## config.mk

```make
export PLATFORM = sky130hd
export DESIGN_NAME = y86_pipe_regs
export DESIGN_NICKNAME = d
export VERILOG_FILES = /design/src/rtl/y86_pkg.sv /design/src/rtl/pipe_stage_reg.sv /design/src/rtl/y86_pipe_regs.sv
export SDC_FILE = /design/constraint.sdc
export NUM_CORES = 1
export LEC_CHECK = 0
export ABC_AREA = 1
export CORE_AREA = 2 2 607 609
export CTS_CLUSTER_SIZE = 40
export DETAILED_ROUTE_END_ITERATION = 12
export DIE_AREA = 0 0 609 611
export MAX_ROUTING_LAYER = met4
export PLACE_DENSITY = 0.31
export RECOVER_POWER = 100
export SYNTH_ARGS = -nofsm -noshare
export SYNTH_HDL_FRONTEND = slang
export SYNTH_SLANG_ARGS = --single-unit
```

## constraint.sdc

```tcl
create_clock -name clk -period 1.58 [get_ports clk]
set_input_delay 0.316 -clock clk [delete_from_list [all_inputs] [get_ports clk]]
set_output_delay 0.316 -clock clk [all_outputs]
set_load 0.01 [all_outputs]
```

## src/rtl/y86_pkg.sv

```systemverilog
// Shared Y86-64 encodings, stage bundle layouts and bubble constants
// used by the pipeline-register bank.
package y86_pkg;

  localparam logic [3:0] AOK = 4'h1;
  localparam logic [3:0] HLT = 4'h2;
  localparam logic [3:0] ADR = 4'h3;
  localparam logic [3:0] INS = 4'h4;

  localparam logic [3:0] NOP    = 4'h1;
  localparam logic [3:0] IRMOVQ = 4'h3;
  localparam logic [3:0] MRMOVQ = 4'h5;
  localparam logic [3:0] JXX    = 4'h7;
  localparam logic [3:0] RET    = 4'h9;
  localparam logic [3:0] POPQ   = 4'hB;

  localparam logic [3:0] RNONE = 4'hF;

  typedef struct packed {
    logic [3:0]  stat;
    logic [3:0]  icode;
    logic [3:0]  ifun;
    logic [3:0]  rA;
    logic [3:0]  rB;
    logic [63:0] valC;
    logic [63:0] valP;
  } fd_t;

  typedef struct packed {
    logic [3:0]  stat;
    logic [3:0]  icode;
    logic [3:0]  ifun;
    logic [63:0] valC;
    logic [63:0] valA;
    logic [63:0] valB;
    logic [3:0]  dstE;
    logic [3:0]  dstM;
    logic [3:0]  srcA;
    logic [3:0]  srcB;
  } de_t;

  typedef struct packed {
    logic [3:0]  stat;
    logic [3:0]  icode;
    logic        Cnd;
    logic [63:0] valE;
    logic [63:0] valA;
    logic [3:0]  dstE;
    logic [3:0]  dstM;
  } em_t;

  typedef struct packed {
    logic [3:0]  stat;
    logic [3:0]  icode;
    logic [63:0] valE;
    logic [63:0] valM;
    logic [3:0]  dstE;
    logic [3:0]  dstM;
  } mw_t;

  localparam fd_t FD_BUBBLE = '{stat: AOK, icode: NOP, ifun: 4'h0, rA: RNONE, rB: RNONE,
                                valC: 64'h0, valP: 64'h0};
  localparam de_t DE_BUBBLE = '{stat: AOK, icode: NOP, ifun: 4'h0, valC: 64'h0, valA: 64'h0,
                                valB: 64'h0, dstE: RNONE, dstM: RNONE, srcA: RNONE, srcB: RNONE};
  localparam em_t EM_BUBBLE = '{stat: AOK, icode: NOP, Cnd: 1'b0, valE: 64'h0, valA: 64'h0,
                                dstE: RNONE, dstM: RNONE};
  localparam mw_t MW_BUBBLE = '{stat: AOK, icode: NOP, valE: 64'h0, valM: 64'h0,
                                dstE: RNONE, dstM: RNONE};

  // True for the status codes that stop the machine once they reach writeback.
  function automatic logic isFault(input logic [3:0] stat);
    return (stat == HLT) || (stat == ADR) || (stat == INS);
  endfunction

endpackage

```

## src/rtl/pipe_stage_reg.sv

```systemverilog
// One pipeline stage register: reset and bubble both load BUBBLE_VAL,
// stall holds, and stall outranks bubble when both are raised.
module pipe_stage_reg #(
  parameter int               WIDTH      = 8,
  parameter logic [WIDTH-1:0] BUBBLE_VAL = '0
) (
  input  logic             clk,
  input  logic             rst,
  input  logic             stall,
  input  logic             bubble,
  input  logic [WIDTH-1:0] din,
  output logic [WIDTH-1:0] dout,
  output logic             conflict
);

  logic [WIDTH-1:0] data_q;
  logic [WIDTH-1:0] data_d;

  always_comb begin
    data_d = din;
    if (stall) begin
      data_d = data_q;
    end else if (bubble) begin
      data_d = BUBBLE_VAL;
    end
  end

  always_ff @(posedge clk) begin
    if (rst) begin
      data_q <= BUBBLE_VAL;
    end else begin
      data_q <= data_d;
    end
  end

  assign dout     = data_q;
  assign conflict = stall & bubble;

endmodule

```

## src/rtl/y86_pipe_regs.sv

```systemverilog
// Y86-64 pipeline-register bank: F/D/E/M/W registers under stall/bubble
// control, plus sticky halt/control-error flags and cycle/retire counters.
module y86_pipe_regs
  import y86_pkg::*;
#(
  parameter logic [63:0] RESET_PC = 64'h0
) (
  input  logic        clk,
  input  logic        rst,
  input  logic        F_stall,
  input  logic        D_stall,
  input  logic        W_stall,
  input  logic        D_bubble,
  input  logic        E_bubble,
  input  logic        M_bubble,
  input  logic [63:0] f_predPC,
  input  fd_t         f_out,
  input  de_t         d_out,
  input  em_t         e_out,
  input  mw_t         m_out,
  output logic [63:0] F_predPC,
  output fd_t         D_reg,
  output de_t         E_reg,
  output em_t         M_reg,
  output mw_t         W_reg,
  output logic        halted,
  output logic [63:0] cyc_count,
  output logic [63:0] ret_count,
  output logic        ctl_err
);

  logic [63:0] predPC_q, predPC_d;
  logic        halted_q, halted_d;
  logic [63:0] cycCount_q, cycCount_d;
  logic [63:0] retCount_q, retCount_d;
  logic        ctlErr_q, ctlErr_d;
  logic        dConflict, eConflict, mConflict, wConflict;

  pipe_stage_reg #(.WIDTH($bits(fd_t)), .BUBBLE_VAL(FD_BUBBLE)) uDReg (
    .clk(clk), .rst(rst), .stall(D_stall), .bubble(D_bubble),
    .din(f_out), .dout(D_reg), .conflict(dConflict)
  );

  pipe_stage_reg #(.WIDTH($bits(de_t)), .BUBBLE_VAL(DE_BUBBLE)) uEReg (
    .clk(clk), .rst(rst), .stall(1'b0), .bubble(E_bubble),
    .din(d_out), .dout(E_reg), .conflict(eConflict)
  );

  pipe_stage_reg #(.WIDTH($bits(em_t)), .BUBBLE_VAL(EM_BUBBLE)) uMReg (
    .clk(clk), .rst(rst), .stall(1'b0), .bubble(M_bubble),
    .din(e_out), .dout(M_reg), .conflict(mConflict)
  );

  pipe_stage_reg #(.WIDTH($bits(mw_t)), .BUBBLE_VAL(MW_BUBBLE)) uWReg (
    .clk(clk), .rst(rst), .stall(W_stall), .bubble(1'b0),
    .din(m_out), .dout(W_reg), .conflict(wConflict)
  );

  // Retirement is counted as W loads, so the faulting instruction itself is counted once.
  always_comb begin
    predPC_d   = F_stall ? predPC_q : f_predPC;
    halted_d   = halted_q | isFault(W_reg.stat);
    cycCount_d = halted_q ? cycCount_q : cycCount_q + 64'd1;
    retCount_d = retCount_q;
    if (!W_stall && !halted_q && (m_out.icode != NOP)) begin
      retCount_d = retCount_q + 64'd1;
    end
    ctlErr_d   = ctlErr_q | dConflict | eConflict | mConflict | wConflict;
  end

  always_ff @(posedge clk) begin
    if (rst) begin
      predPC_q   <= RESET_PC;
      halted_q   <= 1'b0;
      cycCount_q <= 64'd0;
      retCount_q <= 64'd0;
      ctlErr_q   <= 1'b0;
    end else begin
      predPC_q   <= predPC_d;
      halted_q   <= halted_d;
      cycCount_q <= cycCount_d;
      retCount_q <= retCount_d;
      ctlErr_q   <= ctlErr_d;
    end
  end

  assign F_predPC  = predPC_q;
  assign halted    = halted_q;
  assign cyc_count = cycCount_q;
  assign ret_count = retCount_q;
  assign ctl_err   = ctlErr_q;

endmodule

```

==> flow_metrics.py, run 1 <==
metrics = {
    "status": {
        "status": "complete, but fails checks",
        "violations": "setup timing",
    },
    "yosys": {
        "synth-seq-cells": 851,
        "synthAdderAreaFrac": 0.000838,
        "synth_top_cell_by_area": "dfxtp_1",
        "synth_edf_count": 0,
        "synthTopCellsByArea": "dfxtp_1 (57%), nor2_1 (13%), nand2_1 (8.0%)",
        "yosys.area_share.simple": 0.260,
        "synth_area_mm2": 0.0299,
        "yosys.area.top_type_share": 0.570,
        "postSynthAreaPerCell_um2": 7.66,
        "yosys_most_used_dff": "dfxtp_1",
        "synth_cell_types": 38,
        "synth_compound_area_frac": 0.0782,
        "netlist_instances": 3900,
        "ys_seq_area_frac": 0.570,
        "synth.area.mux_share": 0,
        "synth_xor_area_frac": 0.00440,
        "synth_top_family_by_area": "simple AND/OR/NAND/NOR gates",
        "syn-num-nets": 4631,
        "synthArstFlopShare": 0,
        "yosys_warnings": 0,
    },
    "die": {
        "dieArea_mm2": 0.372,
        "initial_core_util": 0.0818,
        "die_width_um": 609,
        "coreArea_mm2": 0.365,
        "rows": 222,
        "pin_count": 1580,
        "die-height_um": 611,
    },
    "sta": {
        "timing.final.hold_violations": 0,
        "finalSetupViolations": 1253,
        "fin_ws_ps": -289,
        "finalCritPeriodShare": 1.18,
        "maxSlewViolCount": 0,
        "max-slew-margin-rel": 0.501,
        "hold_ws_ps": 93.8,
        "rsz0062_at_grt": "true",
        "min_period_ps": 1870,
        "max_clock_freq_mhz": 535,
        "tightest_slew_ps": 740,
        "clock-skew-final_ps": 47.0,
    },
    "power_and_ir_drop": {
        "cellPowerDensity_mw_per_mm2": 869,
        "switchingPower_mw": 16.8,
        "combPwrFrac": 0.149,
        "max-vdd-ir-drop_mv": 0.857,
        "leakage_nw": 30.6,
        "seq_power_share": 0.369,
        "swShare": 0.269,
        "p_int_mw": 45.7,
        "clockPowerShare": 0.482,
    },
    "worst_setup_path": {
        "worstSetupStartpoint": "rst",
        "r2r_slack_ps": -200,
        "setup.worst_path.end": "uWReg.dout[110]$_SDFFE_PP0N_",
        "reg2reg_from": "halted$_SDFF_PP0_",
        "r2r_cells": 11,
        "end_kind": "flip-flop",
        "worstReg2RegEnd": "ret_count[52]$_SDFFE_PP0P_",
        "crit_required_ps": 2290,
        "path_class": "in -> reg",
        "worstSetupStartpointType": "input port",
        "worstPathArrival_ps": 2570,
        "cp_max_fo": 37,
    },
    "global_route": {
        "grt_max_degree": 68,
        "grt_pass1_vias": 37400,
        "antenna_found_initial": 98,
        "grt.overflow.total": 0,
        "grt_use_total": 0.146,
        "grt_pass1_wl_um": 354000,
    },
    "routing": {
        "routed_wl_um": 277000,
        "avgViaCountPerCell": 3.15,
        "drt_first_pass_iters": 7,
        "drtIter0Drc": 1685,
        "drc": 0,
        "wl_per_cell_um": 23.9,
        "vias": 36500,
        "ant_nets": 0,
    },
    "place": {
        "place.port_buffers": 1579,
        "place_congestion": 1.01,
        "dp.final_hpwl_um": 236000,
    },
    "clock_tree": {
        "cts_buffers": 125,
        "insertion_delay_ps": 860,
        "cts.sinks": 851,
        "clockRootBuffer": "clkbuf_16",
        "cts_buffer_depth": 4,
        "clkTransAtPathRegs_ps": 60,
        "cts_tree": "done",
        "htree_num_levels": 3,
    },
    "finish": {
        "area_growth_pct": 141,
        "final_cell_mix": "nor2_1 (923), buf_6 (847), clkdlybuf4s50_1 (724)",
        "num-fill-cells": 40700,
        "nets": 7392,
        "layout_commonest_cell": "nor2_1",
        "drive_gt1_frac": 0.452,
        "post-route-util": 0.197,
    },
    "job": {
        "drv_cap": 0,
    },
    "worst_hold_path": {
        "hold_class": "in -> reg",
    },
}
==> power groups by stage <==
stage | Combinational (mW) | Sequential (mW) | Clock (mW)
2_1_floorplan | 1.47 | 23.7 | 0
3_3_place_gp | 8.05 | 23.4 | 0
3_5_place_dp | 8.02 | 23.4 | 0
4_1_cts | 9.34 | 23.1 | 31.4
5_1_grt | 9.87 | 23.2 | 32.1
6_report | 9.29 | 23.1 | 30.1
==> timing repair <==
| item | 4_1_cts | 5_1_grt |
|---|---|---|
| hold endpoints to repair | 460 | 0 |
| resized for setup | 4918 | 552 |
| hold buffers | 429 | 0 |
| pin swaps | 39 | 171 |
| gates cloned | 0 | 0 |
| setup endpoints to repair | 960 | 966 |
| setup buffers | 207 | 91 |
==> Yosys cell counts (3+ instances only) <==
library cell and n:
o22ai_1 10, nand2_1 639, nand3b_1 6, nand2_2 13, nor3_1 15, clkinv_1 3
clkbuf_1 132, nand3_2 6, buf_2 31, nor3b_1 5, and3_1 3, nand4_1 32
nand2_4 3, nor2_4 13, dfxtp_1 851, o21ai_0 245, nor2_1 1029, xor2_1 13
nand3_1 78, o21a_1 3, a21oi_1 200, inv_2 4, inv_1 491, nor2_2 23
or2_2 28, buf_1 6
==> worst max-delay path: stages <==
cell and delay, ps:
dlygate4sd3_1 540, clkbuf_2 440, clkbuf_1 360, inv_8 130
buf_12 190, buf_4 240, o21ai_0 140, nor2_1 80
==> cell type report <==
type	instances	area, um^2	share of cell area
Timing Repair Buffer	2805	29300	0.408
Sequential cell	851	18300	0.255
Multi-Input combinational cell	2379	11900	0.166
Tap cell	4816	6030	0.0838
Clock buffer	165	3470	0.0482
Inverter	499	1920	0.0267
Clock inverter	63	867	0.0121
Antenna cell	16	40.0	0.000557
==> registers in the layout, summed over array words and instances (netlist names) <==
signal      count
ret_count      64
uEReg.dout    220
ctl_err         1
F_predPC       64
uMReg.dout    145
halted          1
cyc_count      64
uDReg.dout    148
uWReg.dout    144
==> stage by stage <==
stage	power (mW)	instances	worst slack, ps	setup TNS (ps)	area [um^2]
2_1_floorplan	25.1	3900	-14.1	-14.1	29900
3_3_place_gp	31.4	10600	-861	-98480	57000
3_5_place_dp	31.4	10600	-865	-101230	57000
4_1_cts	63.9	11500	-410	-152450	69600
5_1_grt	65.2	11600	-376	-214610	71900
6_report	62.5	11600	-289	-96580	71900
==> routing by layer <==
layer / vias to the layer above / wire length (um) / global-route usage
met3: 361 / 17000 / 0.0361
met5: - / 0 / -
met1: 17600 / 109000 / 0.160
li1: 17500 / - / -
met4: 0 / 7550 / 0.0336
met2: 1143 / 143000 / 0.264
==> cells by family (layout without fill, tap and decap cells) <==
group	count (synthesis)	count (layout)
other	0	16
flip-flops	851	851
adder cells (fa/ha/maj)	2	2
AND/OR/NAND/NOR	1901	1901
XOR/XNOR	15	15
buffers and inverters	670	3532
AO/OA/AOI/OAI	461	461
==> how the worst min path moves through the flow <==
stage	start	end	slack [ps]	cells after the start
6_report	f_predPC[27]	F_predPC[27]$_SDFFE_PP0N_	90	3
5_1_grt	e_out[126]	uMReg.dout[126]$_SDFF_PP0_	30	3
4_1_cts	e_out[126]	uMReg.dout[126]$_SDFF_PP0_	0.06	3
3_5_place_dp	uDReg.dout[139]$_SDFFE_PP0N_	uDReg.dout[139]$_SDFFE_PP0N_	460	2
3_3_place_gp	uDReg.dout[23]$_SDFFE_PP0N_	uDReg.dout[23]$_SDFFE_PP0N_	450	2
2_1_floorplan	d_out[0]	uEReg.dout[0]$_SDFF_PP1_	420	1
Power figures use the tool's default switching activity.
==> run 2: changes to the inputs <==
--- a/config.mk
+++ b/config.mk
@@ -6,12 +6,12 @@
 export NUM_CORES = 1
 export LEC_CHECK = 0
 export ABC_AREA = 1
-export CORE_AREA = 2 2 607 609
+export CORE_AREA = 2 2 618 620
 export CTS_CLUSTER_SIZE = 40
 export DETAILED_ROUTE_END_ITERATION = 12
-export DIE_AREA = 0 0 609 611
+export DIE_AREA = 0 0 620 622
 export MAX_ROUTING_LAYER = met4
-export PLACE_DENSITY = 0.31
+export PLACE_DENSITY = 0.3
 export RECOVER_POWER = 100
 export SYNTH_ARGS = -nofsm -noshare
 export SYNTH_HDL_FRONTEND = slang
==> constraint.sdc (replaced) <==
create_clock -name clk -period 1.9 [get_ports clk]
set_input_delay 0.38 -clock clk [delete_from_list [all_inputs] [get_ports clk]]
set_output_delay 0.38 -clock clk [all_outputs]
set_load 0.01 [all_outputs]
==> run 2 against run 1 <==
The run now ends clean. Utilization is 4.4 points lower. First-iteration DRC count up 3.1%. Global-route usage decreased by 0.40 points. Critical path depth is 5 higher. Die area grew 3.6%. Combinational power is 35% lower. Setup slack improved by 340 ps. Sequential cell count unchanged. Wire length shrank 0.22%. Worst hold slack improved by 9.8 ps. Clock skew is 22 ps higher. Via count is 7.1% lower. Largest cell class unchanged. Largest power group unchanged.
==> flow_metrics.py, run 2 (synthesis results as in run 1) <==
metrics = {
    "worst_setup_path": {
        "slowest_delay_ps": 530,
        "worstSetupStartpointType": "input port",
        "path_class": "in -> reg",
        "worstPathArrival_ps": 2620,
        "cp_top_family": "buffers and inverters",
        "crit_required_ps": 2670,
        "r2r_slack_ps": 90,
        "r2r_cells": 11,
        "path_cells": "dlygate4sd3_1 -> clkdlybuf4s50_1 -> inv_1 -> nor2_1 -> nand2_2 -> buf_12 -> nand2_4 -> buf_4 -> nor2_4 -> clkbuf_1 -> nand3_1 -> o21ai_0 -> a21oi_1",
        "cp_max_fo": 4,
        "worstReg2RegEnd": "ret_count[61]$_SDFFE_PP0P_",
        "reg2reg_from": "ret_count[9]$_SDFFE_PP0P_",
        "worst-path-buf-inv": 6,
        "cpMaxStageDelayCell": "dlygate4sd3_1",
        "end_kind": "flip-flop",
    },
    "clock_tree": {
        "htree_num_levels": 3,
        "clockRootBuffer": "clkbuf_16",
        "cts.sinks": 851,
        "clkTransAtPathRegs_ps": 50,
        "cts_tree": "done",
        "cts_buffers": 122,
        "cts_buffer_depth": 4,
        "insertion_delay_ps": 850,
    },
    "sta": {
        "finalSetupViolations": 0,
        "rsz0062_at_grt": "true",
        "timing.final.hold_violations": 0,
        "maxSlewViolCount": 0,
        "clock-skew-final_ps": 68.5,
        "fin_ws_ps": 49.3,
        "tightest_slew_ps": 1070,
        "max_clock_freq_mhz": 540,
        "min_period_ps": 1850,
        "finalCritPeriodShare": 0.974,
        "hold_ws_ps": 104,
        "max-slew-margin-rel": 0.284,
        "setup_tns_ps": 0,
    },
    "finish": {
        "layout_commonest_cell": "nor2_1",
        "drive_gt1_frac": 0.207,
        "post-route-util": 0.153,
        "nets": 6732,
        "largest_reg_flops": 220,
        "area_growth_pct": 94.3,
        "final_cell_mix": "nor2_1 (1009), clkdlybuf4s50_1 (724), dfxtp_1 (670)",
    },
    "job": {
        "drv_cap": 0,
    },
    "routing": {
        "routed_wl_um": 276000,
        "ant_nets": 0,
        "avgViaCountPerCell": 3.05,
        "drtIter0Drc": 1738,
        "drc": 0,
        "drt_first_pass_iters": 5,
        "vias": 34000,
        "wl_per_cell_um": 24.8,
    },
    "die": {
        "die-height_um": 622,
        "rows": 226,
        "die_width_um": 620,
        "coreArea_mm2": 0.378,
        "initial_core_util": 0.0789,
        "dieArea_mm2": 0.386,
        "pin_count": 1580,
    },
    "global_route": {
        "grt.overflow.total": 0,
        "grt_pass1_wl_um": 352000,
        "grt_use_total": 0.142,
        "antenna_found_initial": 173,
        "grt_pass1_vias": 34800,
        "grt_max_degree": 116,
    },
    "place": {
        "place_congestion": 0.929,
        "dpl_worst_slack_ps": -407,
        "dp.final_hpwl_um": 238000,
        "place.port_buffers": 1579,
    },
    "worst_hold_path": {
        "hold_path_depth": 3,
        "hold_class": "in -> reg",
        "hp-start": "f_out[86]",
        "hold_path_end": "uDReg.dout[86]$_SDFFE_PP0N_",
    },
    "status": {
        "status": "finished, final reports clean",
    },
    "power_and_ir_drop": {
        "cellPowerDensity_mw_per_mm2": 835,
        "leakage_nw": 23.6,
        "max-vdd-ir-drop_mv": 0.807,
    },
}
-- run 2: power by group --
part | internal [mW] | switching, mW | total, mW | leakage (nW)
Combinational | 2.84 | 3.20 | 6.04 | 14.6
Sequential | 18.6 | 0.396 | 19.0 | 7.08
Clock | 13.9 | 9.60 | 23.5 | 1.97
Total | 35.3 | 13.2 | 48.5 | 23.6
-- run 2: tightest hold or removal path, delay by kind of cell --
kind            cells  cell delay, ps
compound gates      1              60
buf+inv             1             400
simple gates        1              90
-- run 2: area by class of cell --
cell class	instances	area (um^2)
well taps	5016	6280
fillers	43600	320000
multi-input cells	2379	10500
flip-flops and latches	851	17400
diodes	30	75.1
inverters	499	1900
clock buffers	172	3440
clock inverters	43	567
repair buffers	2148	17900
-- run 2: stage by stage --
step	total power, mW	std cells	cell area [um^2]
after detailed placement	25.7	10600	53800
final	48.5	11100	58000
after global placement	25.7	10600	53800
after global routing	50.8	11100	58000
after CTS	50.0	11100	59100
after floorplan	20.9	3900	29900
-- run 2: repair_timing --
item / in CTS / in global routing
gates cloned: 0 / 0
resized for setup: 3336 / 78
buffers inserted: 93 / 8
endpoints found under the hold margin: 272 / 0
setup endpoints to repair: 833 / 85
pin swaps: 3 / 14
hold buffers: 247 / 0
-- run 2: worst max path at each step --
| stage | startpoint | to | slack (ps) | cells past startpoint |
|---|---|---|---|---|
| after global placement | m_out[136] | ret_count[51]$_SDFFE_PP0P_ | -420 | 13 |
| after global routing | ret_count[56]$_SDFFE_PP0P_ | ret_count[56] | -50 | 1 |
| final | m_out[136] | ret_count[13]$_SDFFE_PP0P_ | 50 | 13 |
| after CTS | ret_count[56]$_SDFFE_PP0P_ | ret_count[56] | -130 | 2 |
| after detailed placement | m_out[139] | ret_count[17]$_SDFFE_PP0P_ | -410 | 13 |
| after floorplan | ret_count[0]$_SDFFE_PP0P_ | ret_count[54]$_SDFFE_PP0P_ | 240 | 10 |
-- run 2: routing by layer --
metal / wire length (um) / global-route usage
met1: 110000 / 0.160
met2: 140000 / 0.253
met3: 17800 / 0.0327
met4: 7590 / 0.0312
met5: 0 / -
